$ cat config.mk
export PLATFORM = sky130hd
export DESIGN_NAME = mem_access_unit_flat
export DESIGN_NICKNAME = d
export VERILOG_FILES = /design/src/rtl/mem_access_unit_if.sv /design/src/rtl/mem_access_unit.sv /design/src/flat_wrapper.sv
export SDC_FILE = /design/constraint.sdc
export NUM_CORES = 1
export LEC_CHECK = 0
export CAP_MARGIN = 25
export CORE_MARGIN = 2
export CORE_UTILIZATION = 50
export DETAILED_ROUTE_END_ITERATION = 10
export PLACE_DENSITY = 0.9
export REMOVE_ABC_BUFFERS = 1
export SYNTH_ARGS = -nofsm -noshare
export SYNTH_HDL_FRONTEND = slang
export SYNTH_SLANG_ARGS = --single-unit
$ cat constraint.sdc
create_clock -name clk -period 4 [get_ports clk]
set_input_delay 0.6 -clock clk [delete_from_list [all_inputs] [get_ports clk]]
set_output_delay 0.6 -clock clk [all_outputs]
set_load 0.02 [all_outputs]
$ cat src/rtl/mem_access_unit_if.sv
// rtl/mem_access_unit_if.sv - MEM-stage request/response and data_memory bus bundle; optional MEM_MISALIGN_TRAP_EN adds misaligned
interface mem_access_unit_if #(
    parameter int ADDR_W = 32,
    parameter int DATA_W = 32
);
    logic              req_valid;
    logic              req_write;
    logic [1:0]        req_size;
    logic              req_unsigned;
    logic [ADDR_W-1:0] req_addr;
    logic [DATA_W-1:0] req_wdata;
    logic              stall;
    logic              resp_valid;
    logic [DATA_W-1:0] resp_rdata;
    logic              mem_write;
    logic [ADDR_W-1:0] mem_address;
    logic [DATA_W-1:0] mem_write_data;
    logic [DATA_W-1:0] mem_read_data;
`ifdef MEM_MISALIGN_TRAP_EN
    logic              misaligned;

    modport slave (
        input  req_valid, req_write, req_size, req_unsigned, req_addr, req_wdata, mem_read_data,
        output stall, resp_valid, resp_rdata, misaligned, mem_write, mem_address, mem_write_data
    );
    modport master (
        output req_valid, req_write, req_size, req_unsigned, req_addr, req_wdata, mem_read_data,
        input  stall, resp_valid, resp_rdata, misaligned, mem_write, mem_address, mem_write_data
    );
`else
    modport slave (
        input  req_valid, req_write, req_size, req_unsigned, req_addr, req_wdata, mem_read_data,
        output stall, resp_valid, resp_rdata, mem_write, mem_address, mem_write_data
    );
    modport master (
        output req_valid, req_write, req_size, req_unsigned, req_addr, req_wdata, mem_read_data,
        input  stall, resp_valid, resp_rdata, mem_write, mem_address, mem_write_data
    );
`endif
endinterface

$ cat src/rtl/mem_access_unit.sv
// rtl/mem_access_unit.sv - MEM-stage load/store unit with sub-word RMW; optional MEM_MISALIGN_TRAP_EN
module mem_access_unit #(
    parameter int ADDR_W = 32,
    parameter int DATA_W = 32
) (
    input  logic             clk,
    input  logic             reset,
    mem_access_unit_if.slave bus
);
    typedef enum logic {IDLE, MERGE} state_t;

    state_t            state;
    logic [DATA_W-1:0] merge_q;
    logic [ADDR_W-1:0] lat_addr;
    logic              lat_half;
    logic [15:0]       lat_wdata;

    logic              is_mis;
    logic              sub_store;
    logic [4:0]        ld_shamt;
    logic [DATA_W-1:0] rd_shift;
    logic [DATA_W-1:0] load_val;
    logic [4:0]        mg_shamt;
    logic [DATA_W-1:0] field_mask;
    logic [DATA_W-1:0] merge_data;

`ifdef MEM_MISALIGN_TRAP_EN
    // Half at an odd address or word off a word boundary traps instead of accessing memory
    assign is_mis = (bus.req_size == 2'b01 && bus.req_addr[0])
                 || (bus.req_size[1] && bus.req_addr[1:0] != 2'b00);
`else
    assign is_mis = 1'b0;
`endif

    assign sub_store = bus.req_valid & bus.req_write & ~bus.req_size[1] & ~is_mis;

    // Load lane extraction and sign/zero extension from the combinational read data
    always_comb begin
        if (bus.req_size[1])
            ld_shamt = 5'd0;
        else if (bus.req_size[0])
            ld_shamt = {bus.req_addr[1], 4'b0000};
        else
            ld_shamt = {bus.req_addr[1:0], 3'b000};
        rd_shift = bus.mem_read_data >> ld_shamt;
        case (bus.req_size)
            2'b00:   load_val = bus.req_unsigned ? {{(DATA_W-8){1'b0}}, rd_shift[7:0]}
                                                 : {{(DATA_W-8){rd_shift[7]}}, rd_shift[7:0]};
            2'b01:   load_val = bus.req_unsigned ? {{(DATA_W-16){1'b0}}, rd_shift[15:0]}
                                                 : {{(DATA_W-16){rd_shift[15]}}, rd_shift[15:0]};
            default: load_val = rd_shift;
        endcase
    end

    // Replace the latched byte/half lane inside the word captured during the read cycle
    always_comb begin
        mg_shamt   = lat_half ? {lat_addr[1], 4'b0000} : {lat_addr[1:0], 3'b000};
        field_mask = lat_half ? DATA_W'(16'hFFFF) : DATA_W'(8'hFF);
        merge_data = (merge_q & ~(field_mask << mg_shamt))
                   | ((DATA_W'(lat_wdata) & field_mask) << mg_shamt);
    end

    // Memory-side drive and stall; reset forces both write and stall low
    always_comb begin
        bus.stall          = 1'b0;
        bus.mem_write      = 1'b0;
        bus.mem_address    = {bus.req_addr[ADDR_W-1:2], 2'b00};
        bus.mem_write_data = bus.req_wdata;
        if (state == MERGE) begin
            bus.mem_address    = {lat_addr[ADDR_W-1:2], 2'b00};
            bus.mem_write_data = merge_data;
            bus.mem_write      = ~reset;
        end else if (!reset && bus.req_valid && bus.req_write && !is_mis) begin
            if (bus.req_size[1])
                bus.mem_write = 1'b1;
            else
                bus.stall = 1'b1;
        end
    end

    // Control FSM: IDLE accepts a request every cycle, MERGE finishes the sub-word write
    always_ff @(posedge clk) begin
        if (reset) begin
            state          <= IDLE;
            bus.resp_valid <= 1'b0;
            bus.resp_rdata <= '0;
            merge_q        <= '0;
            lat_addr       <= '0;
            lat_half       <= 1'b0;
            lat_wdata      <= '0;
`ifdef MEM_MISALIGN_TRAP_EN
            bus.misaligned <= 1'b0;
`endif
        end else begin
            case (state)
                IDLE: begin
                    bus.resp_valid <= bus.req_valid & ~sub_store;
`ifdef MEM_MISALIGN_TRAP_EN
                    bus.misaligned <= bus.req_valid & is_mis;
`endif
                    if (bus.req_valid) begin
                        if (is_mis) begin
                            bus.resp_rdata <= '0;
                        end else if (!bus.req_write) begin
                            bus.resp_rdata <= load_val;
                        end else if (sub_store) begin
                            merge_q   <= bus.mem_read_data;
                            lat_addr  <= bus.req_addr;
                            lat_half  <= bus.req_size[0];
                            lat_wdata <= bus.req_wdata[15:0];
                            state     <= MERGE;
                        end
                    end
                end
                MERGE: begin
                    state          <= IDLE;
                    bus.resp_valid <= 1'b1;
`ifdef MEM_MISALIGN_TRAP_EN
                    bus.misaligned <= 1'b0;
`endif
                end
                default: state <= IDLE;
            endcase
        end
    end
endmodule

$ cat src/flat_wrapper.sv
// flat-port wrapper written by rule: the top's interface ports become plain ports
module mem_access_unit_flat 
#(
    parameter int ADDR_W = 32,
    parameter int DATA_W = 32
)
  (clk, reset, bus_req_valid, bus_req_write, bus_req_size, bus_req_unsigned, bus_req_addr, bus_req_wdata, bus_mem_read_data, bus_stall, bus_resp_valid, bus_resp_rdata, bus_mem_write, bus_mem_address, bus_mem_write_data);
  mem_access_unit_if #(.ADDR_W(ADDR_W), .DATA_W(DATA_W)) bus_i ();
  input  logic clk;
  input  logic reset;
  input wire logic [$bits(bus_i.req_valid)-1:0] bus_req_valid;
  input wire logic [$bits(bus_i.req_write)-1:0] bus_req_write;
  input wire logic [$bits(bus_i.req_size)-1:0] bus_req_size;
  input wire logic [$bits(bus_i.req_unsigned)-1:0] bus_req_unsigned;
  input wire logic [$bits(bus_i.req_addr)-1:0] bus_req_addr;
  input wire logic [$bits(bus_i.req_wdata)-1:0] bus_req_wdata;
  input wire logic [$bits(bus_i.mem_read_data)-1:0] bus_mem_read_data;
  output wire logic [$bits(bus_i.stall)-1:0] bus_stall;
  output wire logic [$bits(bus_i.resp_valid)-1:0] bus_resp_valid;
  output wire logic [$bits(bus_i.resp_rdata)-1:0] bus_resp_rdata;
  output wire logic [$bits(bus_i.mem_write)-1:0] bus_mem_write;
  output wire logic [$bits(bus_i.mem_address)-1:0] bus_mem_address;
  output wire logic [$bits(bus_i.mem_write_data)-1:0] bus_mem_write_data;
  assign bus_i.req_valid = bus_req_valid;
  assign bus_i.req_write = bus_req_write;
  assign bus_i.req_size = bus_req_size;
  assign bus_i.req_unsigned = bus_req_unsigned;
  assign bus_i.req_addr = bus_req_addr;
  assign bus_i.req_wdata = bus_req_wdata;
  assign bus_i.mem_read_data = bus_mem_read_data;
  assign bus_stall = bus_i.stall;
  assign bus_resp_valid = bus_i.resp_valid;
  assign bus_resp_rdata = bus_i.resp_rdata;
  assign bus_mem_write = bus_i.mem_write;
  assign bus_mem_address = bus_i.mem_address;
  assign bus_mem_write_data = bus_i.mem_write_data;
  mem_access_unit #(.ADDR_W(ADDR_W), .DATA_W(DATA_W)) u_core (.clk(clk), .reset(reset), .bus(bus_i));
endmodule
# [Word level (Yosys, flattened, before mapping)]
# Cells that the tools add are included.
[word_totals] word_cells=49 in_bits=103 register_bits=115 output_inout_bits=99
[classes] bitwise_logic=12 eq_ne=1 reduce_logical=6 n_shift=3 muxes=20
[ops] cell="32-bit two-way mux" n=4
[ops] cell="32-bit one-hot mux with 2 select lines" n=1
[ops] cell="16-bit by 32-bit AND with 32-bit output" n=1
[ops] cell="32-bit AND" n=1
[ops] cell="32-bit NOT" n=1
[ops] cell="32-bit bitwise OR" n=1
[ops] cell="16-bit by 5-bit left shift with 32-bit output" n=1
[ops] cell="32-bit by 5-bit left shift with 32-bit output" n=1
[ops] cell="32-bit by 5-bit right shift with 32-bit output" n=1
[ops] cell="16-bit two-way mux" n=1
[ops] cell="1-bit two-way mux" n=9
[ops] cell="4-bit two-way mux" n=2
[ops] cell="5-bit two-way mux" n=1
[ops] cell="1-bit NOT" n=5
[ops] cell="1-bit one-hot mux with 2 select lines" n=2
[ops] cell="4-bit AND reduction" n=1
[ops] cell="1-bit AND" n=3
[ops] cell="3-bit AND reduction" n=1
[ops] cell="2-bit by 1-bit == test with 1-bit output, second input constant" n=1
[ops] cell="1-bit logical AND" n=2
[ops] cell="2-bit logical NOT" n=1
[ops] cell="1-bit logical NOT" n=1

# [Depth between registers and ports, before layout]
[logic_depth] depth_word=6 ltp_mapped=7 ltp_nobuf=4

# [Worst setup path after synthesis]
# No wires, ideal clock.
[synth_timing] path_type="input to output" from="input port bus_req_size[1]" to="output port bus_stall" stages=4 path_buffers=2 t_required_ps=3400 slack_ps=1818 arrival_time_ps=1582 path_cell_list="buf_6 -> or3_1 -> clkbuf_1 -> nor2_1"
[synth_between] elab_chain_len=3
[synth_lines] item="from (decl)" line_no="flat_wrapper.sv:13" text="input wire logic [$bits(bus_i.req_size)-1:0] bus_req_size;"
[synth_lines] item="1-bit two-way mux" line_no="mem_access_unit.sv:74" text="if (bus.req_size[1])"
[synth_lines] item="1-bit two-way mux" line_no="mem_access_unit.sv:73" text="end else if (!reset && bus.req_valid && bus.req_write && !is_mis) begin"
[synth_lines] item="1-bit two-way mux" line_no="mem_access_unit.sv:69" text="if (state == MERGE) begin"
[synth_lines] item="to (decl)" line_no="flat_wrapper.sv:18" text="output wire logic [$bits(bus_i.stall)-1:0] bus_stall;"
# No other way between the ends.

# [Worst setup path in the final report]
[layout_timing] from="register u_core.lat_half" to="output port bus_mem_write_data[3]"
[layout_between] elab_chain_len=6 word_cells_on_any_way=9 cone_classes="2 x shift; 3 x mux; 4 x bitwise"
[layout_lines] item="from (decl)" line_no="mem_access_unit.sv:15" text="logic lat_half;"
[layout_lines] item="from (signal assigned)" line_no="mem_access_unit.sv:109" text="lat_half <= bus.req_size[0];"
[layout_lines] item="16-bit two-way mux or 4-bit two-way mux (tied branches)" line_no="mem_access_unit.sv:58, mem_access_unit.sv:57"
[layout_lines] item="16-bit by 5-bit left shift with 32-bit output" line_no="mem_access_unit.sv:59" text="merge_data = (merge_q & ~(field_mask << mg_shamt))"
[layout_lines] item="32-bit NOT" line_no="mem_access_unit.sv:59"
[layout_lines] item="32-bit AND" line_no="mem_access_unit.sv:59"
[layout_lines] item="32-bit bitwise OR *" line_no="mem_access_unit.sv:60" text="| ((DATA_W'(lat_wdata) & field_mask) << mg_shamt);"
[layout_lines] item="32-bit two-way mux *" line_no="mem_access_unit.sv:69"
[layout_lines] item="to (decl)" line_no="flat_wrapper.sv:23" text="output wire logic [$bits(bus_i.mem_write_data)-1:0] bus_mem_write_data;"
# Every way passes the cells marked *; elsewhere a longest branch is shown, timed or not.

==> parameters.txt <==
Parameter                              Value

Status
  Run status ... finished, final reports clean

Route
  Detailed-route wire length ... 18.2 mm
  Via density per instance ... approximately 5.6
  Initial DRT Pass Iterations ... 5
  Total via count after detailed routing ... 6129
  ANT nets after route ... 0
  Drt first-iter violations ... approximately 540
  Wire length per cell ... 16.6 um
  Remaining design rule violation count ... 0

Setup path
  Slowest library cell on the worst path ... clkdlybuf4s50_1
  Crit path from ... u_core.lat_half
  Worst path arrival time ... between 2 and 3 ns
  Cell depth of the worst flop-to-flop path ... 6
  Crit path capture ... bus_mem_write_data[3]
  Worst setup EP type ... output port
  Crit path buffers/inverters ... 2
  Critical register-to-register path endpoint ... u_core.bus.resp_rdata[21]
  Biggest cell delay along the critical path ... roughly 0.66 ns
  Cell family contributing the most delay on the critical path ... compound AO/OA/AOI/OAI gates
  Critical Path Source Type ... register
  Critical Path Stages ... 5
  Reg2Reg Setup Slack ... 1.59 ns
  Worst Path Max Fanout ... 20
  Cell chain of the critical path ... inv_1 > a21oi_2 > mux2i_1 > a21oi_1 > clkdlybuf4s50_1
  Startpoint of the lowest-slack register-to-register path ... u_core.state
  Worst EP required ... 3.40 ns
  Setup CP Type ... register to output port

Logic synthesis
  Most instantiated flip-flop cell in the synthesis netlist ... dfxtp_1
  Syn Std Cell Area ... around 5900 sq um
  Number of flops mapped to enable cells by yosys ... 0
  Average size of a mapped cell ... 7.65 sq um
  Yosys warnings ... 0
  Number of standard cells after synthesis ... 771
  Cells taking the most area after synthesis ... dfxtp_1 (39%), nand2_1 (14%), a21oi_1 (11%)
  Async set-or-reset flop fraction in the synthesized netlist ... 0%
  Fraction of synthesized cell area taken by the top area cell type ... 39.0%
  Seq/Total Area, Yosys ... 39.0%
  Distinct cell type count of the synthesized netlist ... 44
  Flops & latches, synth ... 115
  Largest area contributor in the netlist ... dfxtp_1

Finish
  Final design instance area without fill ... 8400 sq um
  Leading cell type in the layout, fill and taps excluded ... nand2_1
  N_diodes ... 0
  Share of cells above drive strength 1 ... 9.69%
  Highest-count cells in the layout ignoring fill and taps ... nand2_1 (219), clkdlybuf4s50_1 (198), a21oi_1 (125)
  Area growth, synth to finish ... 42.5%
  Post-layout net count ... 1039
  FILL cells ... 878
  Final core utilization ... approximately three quarters

Job
  Max-capacitance violation count ... 0

Clocking
  Number of H-tree levels ... 4
  Number of clock buffers inserted by TritonCTS ... 17
  Cts hold-fix bufs ... 0
  Number of sinks driven by the clock tree ... 115
  Number of post-CTS setup repair buffers ... 0
  Clock latency at the later pin of the worst-skew pair ... 0.41 ns
  Cells resized by post-CTS repair ... 0
  Root buffer cell ... clkbuf_16
  Clock Tree Buf Depth ... 2
  CTS tree ... yes
  Clock-pin slew on the worst setup and hold paths ... 0.06 ns

Timing
  Tmin final ... 3.46 ns
  Fin worst setup slack ... 0.535 ns
  Post-route clock period utilization ... 86.6%
  Number of failing setup endpoints in the final timing report ... 0
  Worst-margin pin slew ... 1.06 ns
  Setup repair after global routing missed its margin ... no
  Worst hold slack across all endpoints ... between 0.4 and 0.5 ns
  Worst slew margin ... 28.6%
  Max frequency ... 289 MHz
  Final worst clock skew ... 0.00406 ns
  Number of slew-limit violations in the final report ... 0
  Total count of hold-check failures in the final report ... 0

Placed design
  Buffers on Ports ... ~200
  Cell Area, Placed ... 7790 sq um
  Placement-stage worst setup slack ... about 0.85 ns
  Placed wire-length estimate ... 12.5 mm
  Global placement routability congestion ... roughly 0.89

GRT
  Antenna violations before repair ... 0
  Largest net degree at the start of global routing ... 101
  First-pass GRT wire length ... 28.7 mm
  Total track usage ... 28.4%
  Total global routing overflow ... 0
  Vias in the first global route ... 5713

Power and ir drop
  Maximum vdd ir drop ... 0.267 mV
  Static Leak ... just over 0.003 uW
  Total power divided by cell area ... 394 nW/um^2

Worst hold path
  Worst min path class ... register to register
  Depth of the worst hold-timing path ... 2

Floorplan
  Vert. Die Dim ... 113 um
  Area of the die ... 12700 sq um
  Count of boundary I/O pins ... 202
  Horizontal die dimension ... 113 um
  Initial Util ... 51.4%
  Floorplan core area ... 11500 sq um
  Std cell rows ... 39
==> stage by stage <==
stage / std cells / TNS, ns / total power [uW]
global placement: 1059 / 0 / 1840
finish: 1092 / 0 / 3310
floorplan: 708 / -0.570 / 1520
CTS: 1091 / 0 / 3320
global route: 1092 / 0 / 3430
detailed placement: 1059 / 0 / 1850
==> logic make-up (layout without fill, tap and decap cells) <==
group | count (synthesis) | in the layout | synth area share (%)
buf+inv | 69 | 246 | 6.47
other cells | 1 | 2 | 0.0636
simple gates | 287 | 287 | 20.3
compound gates | 244 | 244 | 23.9
mux | 55 | 55 | 10.2
flops | 115 | 115 | 39.0
==> report_power, final <==
part / internal, uW / leakage [uW] / switching [uW] / total [uW]
logic: 293 / 0.00182 / 308 / 601
registers: 1190 / 0.000938 / 34.8 / 1230
clock network: 918 / 0.000264 / 565 / 1480
total: 2410 / 0.00302 / 908 / 3310
==> sequential cells by signal, indices dropped and copies added, names as in the netlist <==
register	flops
u_core.merge_q	32
u_core.lat_wdata	16
u_core.lat_addr	32
u_core.lat_half	1
u_core.bus.resp_valid	1
u_core.bus.resp_rdata	32
u_core.state	1
==> worst min-delay path by stage <==
stage / startpoint / to / slack, ns
2_1_floorplan: u_core.lat_addr[10] / u_core.lat_addr[10] / 0.43
3_3_place_gp: u_core.bus.resp_rdata[22] / u_core.bus.resp_rdata[22] / 0.43
3_5_place_dp: u_core.bus.resp_rdata[24] / u_core.bus.resp_rdata[24] / 0.44
4_1_cts: u_core.bus.resp_rdata[24] / u_core.bus.resp_rdata[24] / 0.45
5_1_grt: u_core.lat_addr[2] / u_core.lat_addr[2] / 0.47
6_report: u_core.bus.resp_rdata[24] / u_core.bus.resp_rdata[24] / 0.44
==> layout make-up <==
cell class              count  area, sq um  share of cell area (%)
multi-input cells         588         3220                    38.3
clock inverters            15          161                    1.92
inverters                   5         18.8                   0.223
repair buffers            209         2090                    24.9
well taps                 143          179                    2.13
clock buffers              17          425                    5.06
flip-flops and latches    115         2310                    27.4
==> metal layers <==
metal  global-route usage, %  part of all wire [%]
met4                    12.6                   3.1
met3                    5.89                   7.5
met1                    36.3                    41
met2                    46.4                    48
met5                       0                     0
==> tightest hold or removal path, cell delays in order (launching register included) <==
cell	delay (ns)
dfxtp_1	0.30
nand2_1	0.05
o21ai_1	0.05
==> synth_stat cells (3+ instances only) <==
cell and n:
nand2_1 219, a21oi_1 125, dfxtp_1 115, mux2_2 38, nor2_1 38, clkbuf_1 30
o21ai_0 30, o21ai_1 26, o211ai_1 23, buf_2 17, mux2i_1 16, a22oi_1 14
buf_6 12, a21o_1 8, nand3_1 8, o21a_1 8, nand4b_1 7, buf_4 3
inv_1 3, nor2b_1 3
No activity file was read; power rests on OpenSTA's default activity.
==> patch: new RTL, same settings <==
Reset style: asynchronous (`reset`), changed in one clocked block.
--- a/src/rtl/mem_access_unit.sv
+++ b/src/rtl/mem_access_unit.sv
@@ -79,7 +79,7 @@
     end
 
     // Control FSM: IDLE accepts a request every cycle, MERGE finishes the sub-word write
-    always_ff @(posedge clk) begin
+    always_ff @(posedge clk or posedge reset) begin
         if (reset) begin
             state          <= IDLE;
             bus.resp_valid <= 1'b0;
Formal check against the unedited RTL: differs if reset is asserted again (counterexample within 4 cycles, from zero or initial values and one cycle with reset high); with reset held inactive, the same outputs for 4 cycles.
==> patch against the unedited design <==
  * Area after synthesis shrank 0.62%
  * Setup slack lost 0.12 ns
  * Register-to-register slack lost 0.44 ns
  * Non-clock buffer count fell by 5
  * Die area down 0.59%
  * Design area up 1.2%
  * Via count down 19%
  * Total power is 26% higher
  * Wire length decreased by 9.1%
  * Sequential cell count stayed put
  * First-iteration DRC count decreased by 40%
  * Core utilization rose by 1.2 points
  * Critical endpoint is now bus_mem_write_data[15]
==> patch: results (changes against the unedited design) <==
Setup path
  – Worst-path fanout max: 12 (-40%)
  – Critical Path AT: 2.98 ns (+0.12 ns)
  – FF-to-FF path depth: 4 (-2)

Place
  – Gpl congestion: 0.873 (-2.1%)
  – Placed cell areas: 7910 um^2 (+1.6%)
  – Final HPWL DP: 11400 um (-8.5%)

Power and ir drop
  – Pwr top: sequential cells
  – Seq pwr: 0.00156 W (+27%)
  – P_int: 0.00290 W (+20%)
  – Clk pwr share: 36.9% (-7.9 points)
  – Worst vdd ir: 0.275 mV (+3.0%)

Min path
  – Hold EP: u_core.bus.resp_rdata[4]
  – Worst Hold Launch: u_core.bus.resp_rdata[4]

Layout
  – Layout cell share with drive strength beyond 1: 22.7% (+13 points)

Global routing
  – Total track usage: 26.3% (-2.2 points)
  – Vias in the first global route: 5169 (-9.5%)
  – First-pass GRT wire length: 26400 um (-8.1%)

Timing
  – Hold Slack: 0.485 ns (+0.0424 ns)

Synthesis
  – Seq/Total Area, Yosys: 49.1% (+10 points)
  – Post-synth ARST share: 100% (+100 points)
  – Top cells by count, synth: dfrtp_1, mux2_2, nor2_1, nand2_1
  – Compound-Gate Fraction of Synth Area: 9.84% (-14 points)

Run status
  – Outcome: complete, no violations

Detailed routing
  – Pre-antenna DRT Iters: 7 (+2)
  – Routed WL: 16500 um (-9.1%)
  – Via count: 4961 (-19%)
-- patch: worst max path at each step --
| stage | from | endpoint | slack (ns) | depth (start not counted) |
|---|---|---|---|---|
| 3_3_place_gp | u_core.lat_addr[1] | bus_mem_write_data[10] | 1.03 | 5 |
| 4_1_cts | u_core.lat_addr[1] | bus_mem_write_data[15] | 0.48 | 5 |
| 5_1_grt | u_core.lat_addr[1] | bus_mem_write_data[10] | 0.27 | 5 |
| 3_5_place_dp | u_core.lat_addr[1] | bus_mem_write_data[15] | 0.90 | 5 |
| 6_report | u_core.lat_addr[1] | bus_mem_write_data[15] | 0.42 | 5 |
| 2_1_floorplan | u_core.state | u_core.lat_addr[0] | -4.19 | 2 |
-- patch: per-layer routing --
| layer | wire (um) | vias to the layer above | global-route usage (%) |
|---|---|---|---|
| li1 | - | 2242 | - |
| met1 | 6460 | 2450 | 32.3 |
| met2 | 8280 | 230 | 44.7 |
| met3 | 1250 | 39 | 5.89 |
| met4 | 514 | 0 | 11.5 |
| met5 | 0 | - | 0 |
-- patch: per-stage QoR --
step                power [W]  instances
finish                0.00417        858
global route          0.00434        858
CTS                   0.00419        858
detailed placement    0.00264        826
global placement      0.00260        826
floorplan             0.00214        479
-- patch: area by class of cell --
cell class                 count  area (um^2)  area share [%]
sequential                   115         2880            33.9
multi-input combinational    361         2780            32.7
timing repair buffer         204         2050            24.2
clock buffer                  17          425            5.00
tap                          143          179            2.10
clock inverter                15          169            1.99
inverter                       3         13.8           0.162
-- patch: cells by family (layout without fill, tap and decap cells) --
kind of cell / count (synthesis) / in the layout
other: 1 / 2
muxes: 134 / 134
and+or+nand+nor: 136 / 136
buffers and inverters: 40 / 239
AOI/OAI and AO/OA: 89 / 89
DFF: 115 / 115
